`config.mk`:
```
export PLATFORM = sky130hd
export DESIGN_NAME = hkspi_master
export DESIGN_NICKNAME = d
export VERILOG_FILES = /design/src/rtl/hkspi_pkg.sv /design/src/rtl/hkspi_shifter.sv /design/src/rtl/hkspi_master.sv
export SDC_FILE = /design/constraint.sdc
export NUM_CORES = 1
export LEC_CHECK = 0
export ABC_CLOCK_PERIOD_IN_PS = 3100
export BUFFER_PORTS_ARGS = -buffer_cell sky130_fd_sc_hd__buf_2
export CORE_MARGIN = 1.5
export CORE_UTILIZATION = 50
export DETAILED_ROUTE_END_ITERATION = 6
export PLACE_DENSITY_LB_ADDON = 0.3
export RECOVER_POWER = 100
export SLEW_MARGIN = 30
export SYNTH_ARGS = -nofsm -noshare
export SYNTH_HDL_FRONTEND = slang
export SYNTH_SLANG_ARGS = --single-unit
export TNS_END_PERCENT = 30
```
`constraint.sdc`:
```
create_clock -name clk -period 3.1 [get_ports clk]
set_clock_uncertainty 0.15 [all_clocks]
set_input_delay 0.31 -clock clk [delete_from_list [all_inputs] [get_ports clk]]
set_output_delay 0.31 -clock clk [all_outputs]
set_load 0.01 [all_outputs]
```
`src/rtl/hkspi_pkg.sv`:
```
// Shared definitions for the housekeeping SPI master: op encodings, FSM states, divider limits.
package hkspi_pkg;

  localparam logic [1:0] OP_READ  = 2'b01;
  localparam logic [1:0] OP_WRITE = 2'b10;
  localparam logic [1:0] OP_RW    = 2'b11;

  localparam int unsigned DIV_MIN = 2;
  localparam int unsigned DIV_MAX = 255;
  localparam int unsigned DIV_W   = 8;
  localparam int unsigned GCNT_W  = 10;
  localparam int unsigned LEN_W   = 5;

  typedef enum logic [2:0] {
    IDLE,
    CMD,
    ADDR,
    DATA,
    GUARD
  } state_t;

  // Streaming-mode command byte: op in the top two bits, remaining bits zero.
  function automatic logic [7:0] cmd_byte(input logic [1:0] op);
    return {op, 6'b000000};
  endfunction

endpackage

```
`src/rtl/hkspi_shifter.sv`:
```
// One-byte SPI mode-0 engine: generates SCK, shifts MSB first on SDI and samples SDO on rising SCK.
module hkspi_shifter
  import hkspi_pkg::*;
#(
  parameter int unsigned DIV = 4
) (
  input  logic       clk,
  input  logic       resetn,
  input  logic       load,
  input  logic [7:0] din,
  input  logic       sdo,
  output logic       sck,
  output logic       sdi,
  output logic       active,
  output logic       rx_done,
  output logic [7:0] rx,
  output logic       byte_end_c
);

  logic [7:0]       tx;
  logic [DIV_W-1:0] div_cnt;
  logic [2:0]       bit_cnt;
  logic             half_c;

  assign half_c     = active && (div_cnt == DIV_W'(DIV - 1));
  assign byte_end_c = half_c && sck && (bit_cnt == 3'd7);
  assign sdi        = tx[7];

  // A load restarts the low half-period, so back-to-back bytes keep uniform SCK timing.
  always_ff @(posedge clk or negedge resetn) begin
    if (!resetn) begin
      tx      <= '0;
      rx      <= '0;
      div_cnt <= '0;
      bit_cnt <= '0;
      sck     <= 1'b0;
      active  <= 1'b0;
      rx_done <= 1'b0;
    end else begin
      rx_done <= 1'b0;
      if (load) begin
        tx      <= din;
        active  <= 1'b1;
        sck     <= 1'b0;
        div_cnt <= '0;
        bit_cnt <= '0;
      end else if (half_c) begin
        div_cnt <= '0;
        if (!sck) begin
          sck     <= 1'b1;
          rx      <= {rx[6:0], sdo};
          rx_done <= (bit_cnt == 3'd7);
        end else begin
          sck <= 1'b0;
          if (bit_cnt == 3'd7) begin
            active <= 1'b0;
            tx     <= '0;
          end else begin
            bit_cnt <= bit_cnt + 3'd1;
            tx      <= {tx[6:0], 1'b0};
          end
        end
      end else if (active) begin
        div_cnt <= div_cnt + DIV_W'(1);
      end
    end
  end

endmodule

```
`src/rtl/hkspi_master.sv`:
```
// Housekeeping SPI master: CMD, ADDR and streamed data bytes under one CSB frame.
// Define HKSPI_MASTER_RW_EN to enable the full-duplex op 2'b11 (otherwise it is rejected).
module hkspi_master
  import hkspi_pkg::*;
#(
  parameter int unsigned DIV = 4
) (
  input  logic       clk,
  input  logic       resetn,
  input  logic       cmd_valid,
  output logic       cmd_ready,
  input  logic [1:0] cmd_op,
  input  logic [7:0] cmd_addr,
  input  logic [3:0] cmd_len,
  input  logic [7:0] wdata,
  input  logic       wdata_valid,
  output logic       wdata_ready,
  output logic [7:0] rdata,
  output logic       rdata_valid,
  output logic       busy,
  output logic       CSB,
  output logic       SCK,
  output logic       SDI,
  input  logic       SDO
);

  localparam int unsigned DIV_C = (DIV < DIV_MIN) ? DIV_MIN : ((DIV > DIV_MAX) ? DIV_MAX : DIV);

`ifdef HKSPI_MASTER_RW_EN
  localparam logic RW_EN = 1'b1;
`else
  localparam logic RW_EN = 1'b0;
`endif

  state_t            state;
  logic [1:0]        op_q;
  logic [7:0]        addr_q;
  logic [LEN_W-1:0]  remain;
  logic [GCNT_W-1:0] gcnt;

  logic       accept_c, op_ok_c, next_c, more_c, feed_c, load_c;
  logic [7:0] din_c;
  logic       active, rx_done, byte_end_c;
  logic [7:0] rx;

  // op_q[1] marks a byte stream going out from wdata, op_q[0] a byte stream coming back on rdata.
  assign accept_c = cmd_valid && cmd_ready;
  assign op_ok_c  = (cmd_op == OP_WRITE) || (cmd_op == OP_READ) || (RW_EN && (cmd_op == OP_RW));
  assign next_c   = ((state == ADDR) && byte_end_c) || ((state == DATA) && (byte_end_c || !active));
  assign more_c   = (state == ADDR) || (remain != '0);
  assign feed_c   = next_c && more_c && (!op_q[1] || wdata_valid);

  always_comb begin
    load_c = 1'b0;
    din_c  = 8'h00;
    if (accept_c && op_ok_c) begin
      load_c = 1'b1;
      din_c  = cmd_byte(cmd_op);
    end else if ((state == CMD) && byte_end_c) begin
      load_c = 1'b1;
      din_c  = addr_q;
    end else if (feed_c) begin
      load_c = 1'b1;
      din_c  = op_q[1] ? wdata : 8'h00;
    end
  end

  hkspi_shifter #(.DIV(DIV_C)) u_shifter (
    .clk        (clk),
    .resetn     (resetn),
    .load       (load_c),
    .din        (din_c),
    .sdo        (SDO),
    .sck        (SCK),
    .sdi        (SDI),
    .active     (active),
    .rx_done    (rx_done),
    .rx         (rx),
    .byte_end_c (byte_end_c)
  );

  always_ff @(posedge clk or negedge resetn) begin
    if (!resetn) begin
      state       <= IDLE;
      op_q        <= '0;
      addr_q      <= '0;
      remain      <= '0;
      gcnt        <= '0;
      CSB         <= 1'b1;
      cmd_ready   <= 1'b0;
      busy        <= 1'b0;
      wdata_ready <= 1'b0;
      rdata_valid <= 1'b0;
      rdata       <= '0;
    end else begin
      wdata_ready <= 1'b0;
      rdata_valid <= 1'b0;
      if (rx_done && op_q[0] && (state == DATA)) begin
        rdata       <= rx;
        rdata_valid <= 1'b1;
      end
      if (feed_c) begin
        wdata_ready <= op_q[1];
        remain      <= remain - LEN_W'(1);
      end
      case (state)
        IDLE: begin
          if (accept_c) begin
            cmd_ready <= 1'b0;
            busy      <= 1'b1;
            if (op_ok_c) begin
              state  <= CMD;
              CSB    <= 1'b0;
              op_q   <= cmd_op;
              addr_q <= cmd_addr;
              remain <= (cmd_len == 4'd0) ? LEN_W'(16) : LEN_W'(cmd_len);
            end
          end else begin
            cmd_ready <= 1'b1;
            busy      <= 1'b0;
          end
        end
        CMD:  if (byte_end_c) state <= ADDR;
        ADDR: if (byte_end_c) state <= DATA;
        DATA: begin
          if (byte_end_c && (remain == '0)) begin
            state <= GUARD;
            gcnt  <= '0;
          end
        end
        GUARD: begin
          // CSB rises one half-period after the last SCK fall, then 2*DIV clks of guard.
          gcnt <= gcnt + GCNT_W'(1);
          if (gcnt == GCNT_W'(DIV_C - 1)) CSB <= 1'b1;
          if (gcnt == GCNT_W'(3 * DIV_C - 1)) begin
            state     <= IDLE;
            cmd_ready <= 1'b1;
            busy      <= 1'b0;
          end
        end
        default: state <= IDLE;
      endcase
    end
  end

endmodule

```
# Yosys cells after proc, flatten, opt, wreduce, memory -nomap -nowiden
# Index checks and enable logic that the tools add are counted.
totals:
  reg_bits: 71
  input_bits: 27
  wordCells: 135
  out_inout_bits: 15
classes:
  n_eq_ne: 18
  reduce_logical: 39
  bitwise: 2
  n_addsub: 4
  muxes: 54
ops:
  columns: ["cell", "count"]
  rows:
  - ["two-way mux 8 bit", 11]
  - ["two-way mux 3 bit", 10]
  - ["two-way mux 5 bit", 5]
  - ["two-way mux 1 bit", 22]
  - ["one-hot mux 10 bit (2 select lines)", 1]
  - ["one-hot mux 3 bit (5 select lines)", 1]
  - ["!= test 2 bit (second input constant)", 7]
  - ["logical AND 1 bit", 13]
  - ["AND reduction 3 bit", 4]
  - ["adder 10 x 1 -> 10 bit (second input constant)", 1]
  - ["equality test 10 x 2 -> 1 bit (second input constant)", 1]
  - ["equality test 10 x 4 -> 1 bit (second input constant)", 1]
  - ["two-way mux 10 bit", 1]
  - ["nonzero test 2 bit", 5]
  - ["adder 8 x 1 -> 8 bit (second input constant)", 1]
  - ["equality test 8 x 2 -> 1 bit (second input constant)", 1]
  - ["equality test 3 x 2 -> 1 bit (second input constant)", 2]
  - ["equality test 3 bit (second input constant)", 2]
  - ["one-hot mux 1 bit (2 select lines)", 3]
  - ["AND reduction 2 bit", 3]
  - ["AND reduction 6 bit", 1]
  - ["zero test 5 bit", 1]
  - ["logical OR 1 bit", 5]
  - ["nonzero test 5 bit", 1]
  - ["12 further kinds", 14]

# Logic depth before layout (Yosys ltp)
depth:
  word_depth: 14
  mapped_depth: 8
  ltp_nobuf: 7

# By module
# From an unflattened synthesis, not the netlist that was laid out.
hier_totals:
  hier_cells: 340
  hier_area_um2: 3488.3
modules_own_cells:
  columns: ["module", "n_inst", "cells_per_inst", "seq_area_each_um2", "area_each_um2"]
  rows:
  - ["hkspi_master", 1, 210, 1027.2, 2042.0]
  - ["hkspi_shifter", 1, 130, 750.7, 1446.4]

# Worst setup path after synthesis
# OpenSTA, ideal clock, no wires.
synth_timing:
  kind: "register -> register"
  from: "reg u_shifter.div_cnt[0]"
  to: "reg u_shifter.rx[0]"
  required_ps: 2825
  path_slack_ps: 761
  path_stages_with_launch: 8
  arrival_time_ps: 2064
  path_buffers: 1
  setup_ps: 125
  period_less_slack_ps: 2339
  cell_sequence: "dfrtp_1 > ha_1 > and4bb_2 > nand4_1 > a21boi_2 > or4_1 > buf_4 > mux2_4"
synth_via:
  elab_chain_cells: 14
  word_cells_on_any_way: 16
  classes_between: "eq/ne (1); mux (3); bitwise (1); reduce/logical (11)"
synth_lines:
  columns: ["element", "line", "rtl"]
  rows:
  - ["start: declaration", "hkspi_shifter.sv:21", "logic [DIV_W-1:0] div_cnt;"]
  - ["start signal: assignment", "hkspi_shifter.sv:64", "div_cnt <= div_cnt + DIV_W'(1);"]
  - ["equality test 8 x 2 -> 1 bit *", "hkspi_shifter.sv:25", "assign half_c = active && (div_cnt == DIV_W'(DIV - 1));"]
  - ["logical AND 1 bit *", "hkspi_shifter.sv:25", null]
  - ["logical AND 1 bit (2 in a row)", "hkspi_shifter.sv:26", "assign byte_end_c = half_c && sck && (bit_cnt == 3'd7);"]
  - ["logical OR 1 bit", "hkspi_master.sv:49", "assign next_c = ((state == ADDR) && byte_end_c) || ((state == DATA) && (byte_end_c || !active));"]
  - ["logical AND 1 bit", "hkspi_master.sv:49", null]
  - ["logical OR 1 bit", "hkspi_master.sv:49", null]
  - ["logical AND 1 bit (2 in a row)", "hkspi_master.sv:51", "assign feed_c = next_c && more_c && (!op_q[1] || wdata_valid);"]
  - ["two-way mux 1 bit", "hkspi_master.sv:62", "end else if (feed_c) begin"]
  - ["two-way mux 1 bit", "hkspi_master.sv:59", "end else if ((state == CMD) && byte_end_c) begin"]
  - ["two-way mux 1 bit", "hkspi_master.sv:56", "if (accept_c && op_ok_c) begin"]
  - ["inverter 1 bit (no source line)", null, null]
  - ["AND reduction 3 bit (no source line) *", null, null]
  - ["end signal: assignment", "hkspi_shifter.sv:51", "rx <= {rx[6:0], sdo};"]
  - ["end: declaration", "hkspi_shifter.sv:16", "output logic [7:0] rx,"]
# Every way passes the cells marked *; elsewhere a longest branch is shown, timed or not.
# A chain may end at the register's enable or synchronous reset.

# Final worst setup path
layout_timing:
  from: "reg u_shifter.div_cnt[2]"
  to: "reg u_shifter.rx[6]"
# The elaborated chain is that of the path after synthesis.

==> run_results.csv <==
group,metric,value,unit
synthesis,syn_area,3470,µm²
synthesis,synth-seq-cells,71,
placement,finalWeightedCongestion,0.832,
timing,finalHoldViolCount,0,
worst_setup_path,critical_path_buf_inv_count,0,
route,wl_met2,3.14,mm
route,routed.top_layer,"met4",
global_route,grtUsageTotal,20.5,%
placement,placedCellCount,459,
global_route,antenna_found_initial,0,
floorplanning,core,6760,µm²
placement,preCtsSetupSlack,0.473,ns
timing,fin_crit,2.68,ns
global_route,grt_pass1_vias,2489,
timing,finalMaxSlewViolations,72,
flow_run,max-cap-violations,1,
synthesis,synthCells,346,
route,vias,2687,
final_layout,nNetsFinal,427,
clock_tree,cts.root.buffer_cell,"clkbuf_8",
global_route,grt_max_degree,72,
synthesis,synth_edf_count,0,
final_layout,fill_cells,605,
worst_setup_path,crit_path_start,"u_shifter.div_cnt[2]",
worst_setup_path,r2r-start,"u_shifter.div_cnt[2]",
timing,finalSetupViolations,0,
synthesis,synth_cell_type_count,58,
synthesis,synth_nets,378,
route,vias_per_cell,5.60,
worst_setup_path,cpPeakStageDelay,0.55,ns
worst_setup_path,start_kind,"flop",
pwr,irDropWorstVdd,0.000310,V
final_layout,layout_common_cells,"dfrtp_1 (70), nand2_1 (68), buf_2 (27)",
timing,relSlewSlack,-14.9,%
worst_setup_path,cpMaxStageDelayCell,"nor4_1",
route,wl_per_cell,14.8,µm
timing,rsz0062_at_grt,"false",
floorplanning,die_area,7450,µm²
clock_tree,cts_tree,"yes",
floorplanning,die_y,86.3,µm
timing,fin_ws,0.421,ns
route,wl_met3,264,µm
route,drc,0,
floorplanning,fp-row-count,30,
worst_setup_path,cp-end-kind,"flop",
timing,min_period_over_period,86.4,%
final_layout,fin_area,3930,µm²
pwr,leakage,1.91,nW
synthesis,synth_async_sr_flop_share,100,%
clock_tree,ctsHtreeMaxLevel,3,
synthesis,yosysWarnings,0,
timing,setup_tns,0,ns
worst_setup_path,path_cells,"nor4_1 > nand4_1 > a21boi_0 > or4_1 > mux2_1",
clock_tree,clock-sinks,71,
final_layout,drive_gt1_share,14.0,%
final_layout,final_common_cell,"dfrtp_1",
floorplanning,start_util,51.4,%
floorplanning,fp.dieW,86.3,µm
clock_tree,numCtsBuffers,9,
route,drtAntennaViolNets,0,
synthesis,synth_ff_type,"dfrtp_1",
run_status,status,"complete, but fails checks",
synthesis,syn_area_per_cell,10.0,µm²
min_path,min_from,"cmd_addr[3]",
global_route,grt_pass1_wl,11.8,mm
final_layout,final_cells,480,
final_layout,n_antenna_cell,0,
placement,place_area,3750,µm²
global_route,overflow,0,
clock_tree,cts_resized,0,
worst_setup_path,reg2reg_slack,0.42,ns
floorplanning,ios,42,
final_layout,area_growth,13.1,%
route,first_iter_violations,142,
pwr,power.density,431,nW/µm²
worst_setup_path,critical_path_class,"reg2reg",
route,wl_met1,3.53,mm
clock_tree,cts_max_path_buffers,2,
worst_setup_path,crit_fanout,9,
run_status,violations,"max-capacitance violations, max-slew violations",
clock_tree,cts_post_setup_buffers_inserted,0,
clock_tree,hold_buffers,4,
timing,tightest_slew,1.72,ns
worst_setup_path,path_delay_family,"simple AND/OR/NAND/NOR gates",
route,wl,7.09,mm
pwr,total_power,1.69,mW
min_path,hold_path.class,"in2reg",
worst_setup_path,required,3.17,ns
placement,io_buffers,41,
placement,hpwl,4.81,mm
clock_tree,clk_pin_slew,0.08,ns
timing,max_freq,373,MHz
route,drtPass1Iterations,4,
worst_setup_path,cp.arrival,2.75,ns
clock_tree,clk_latency,0.35,ns
synthesis,synth-seq-area-share,51.2,%
-- logic make-up (layout without fill, tap and decap cells) --
logic type,Yosys count,in the layout,synth area share (%)
buffers and inverters,21,75,2.81
multiplexers,17,17,6.16
AND/OR/NAND/NOR,159,159,22.8
AO/OA/AOI/OAI,62,62,12.5
flip-flops,71,71,51.2
XOR/XNOR,11,11,2.77
adder cells (fa/ha/maj),5,5,1.80
-- worst register-to-register path: stages (launching register included) --
cell      delay [ns]
dfrtp_1         0.43
nor4_1          0.55
nand4_1         0.36
a21boi_0        0.32
or4_1           0.38
mux2_1          0.37
-- worst paths after layout --
kind                              endpoint  cells past startpoint
max reg2reg                u_shifter.rx[6]                      5
max                        u_shifter.rx[6]                      5
min in group asynchronous         rdata[5]                      3
max in group asynchronous        remain[1]                      3
min reg2reg                       rdata[3]                      2
min                              addr_q[3]                      3
-- through the flow --
stage	util, %	hold WS (ns)
CTS	58.9	0.000321
global placement	55.5	0.304
global route	58.1	0.00961
finish	58.1	0.00692
detailed placement	55.5	0.307
floorplan	-	-0.136
-- state kept, by name, indices dropped and copies added (netlist names), 2 cells and up --
signal / flops
u_shifter.bit_cnt: 3
u_shifter.tx: 8
remain: 5
gcnt: 10
u_shifter.div_cnt: 8
op_q: 2
state: 3
u_shifter.rx: 8
addr_q: 8
rdata: 8
-- routing by layer --
metal,global-route usage (%),vias up
met1,29.3,1292
met3,3.90,14
met5,0,-
met4,11.0,0
met2,29.6,55
li1,-,1326
-- power by group --
part           switching [mW]  internal, mW  total [mW]
sequential                  0         0.926       0.926
clock                   0.351         0.372       0.724
combinational          0.0258        0.0172      0.0431
-- synth_stat cells, types with 3 or more instances --
master      n  area, µm²
mux2i_1     6       60.1
nand4_1     6       37.5
a22o_1      6       52.6
mux2_4      8        120
nand2b_1    3       18.8
a21oi_1    10       50.1
or4_1       4       30.0
mux2_2      3       33.8
buf_2       3       15.0
ha_1        5       62.6
and2_1      5       31.3
o2bb2ai_1   5       43.8
nor3_1      6       30.0
nand2_1    68        255
nor2_1     26       97.6
dfrtp_1    70       1750
xor2_1      4       35.0
nor2b_1     8       50.1
and3_1      4       25.0
nand3_1    12       60.1
inv_1       7       26.3
xnor2_1     7       61.3
nor4_1      3       18.8
o21ai_0    16       80.1
clkbuf_1    7       26.3
a211oi_1    4       30.0
-- final cells by class --
| class | instances | area, µm² | share of cell area (%) |
|---|---|---|---|
| Clock inverter | 5 | 58.8 | 1.50 |
| Inverter | 8 | 30.0 | 0.765 |
| Tap cell | 80 | 100 | 2.55 |
| Sequential cell | 71 | 1780 | 45.3 |
| Multi-Input combinational cell | 254 | 1560 | 39.6 |
| Timing Repair Buffer | 51 | 273 | 6.94 |
| Clock buffer | 11 | 131 | 3.35 |
Power figures use the tool's default switching activity.
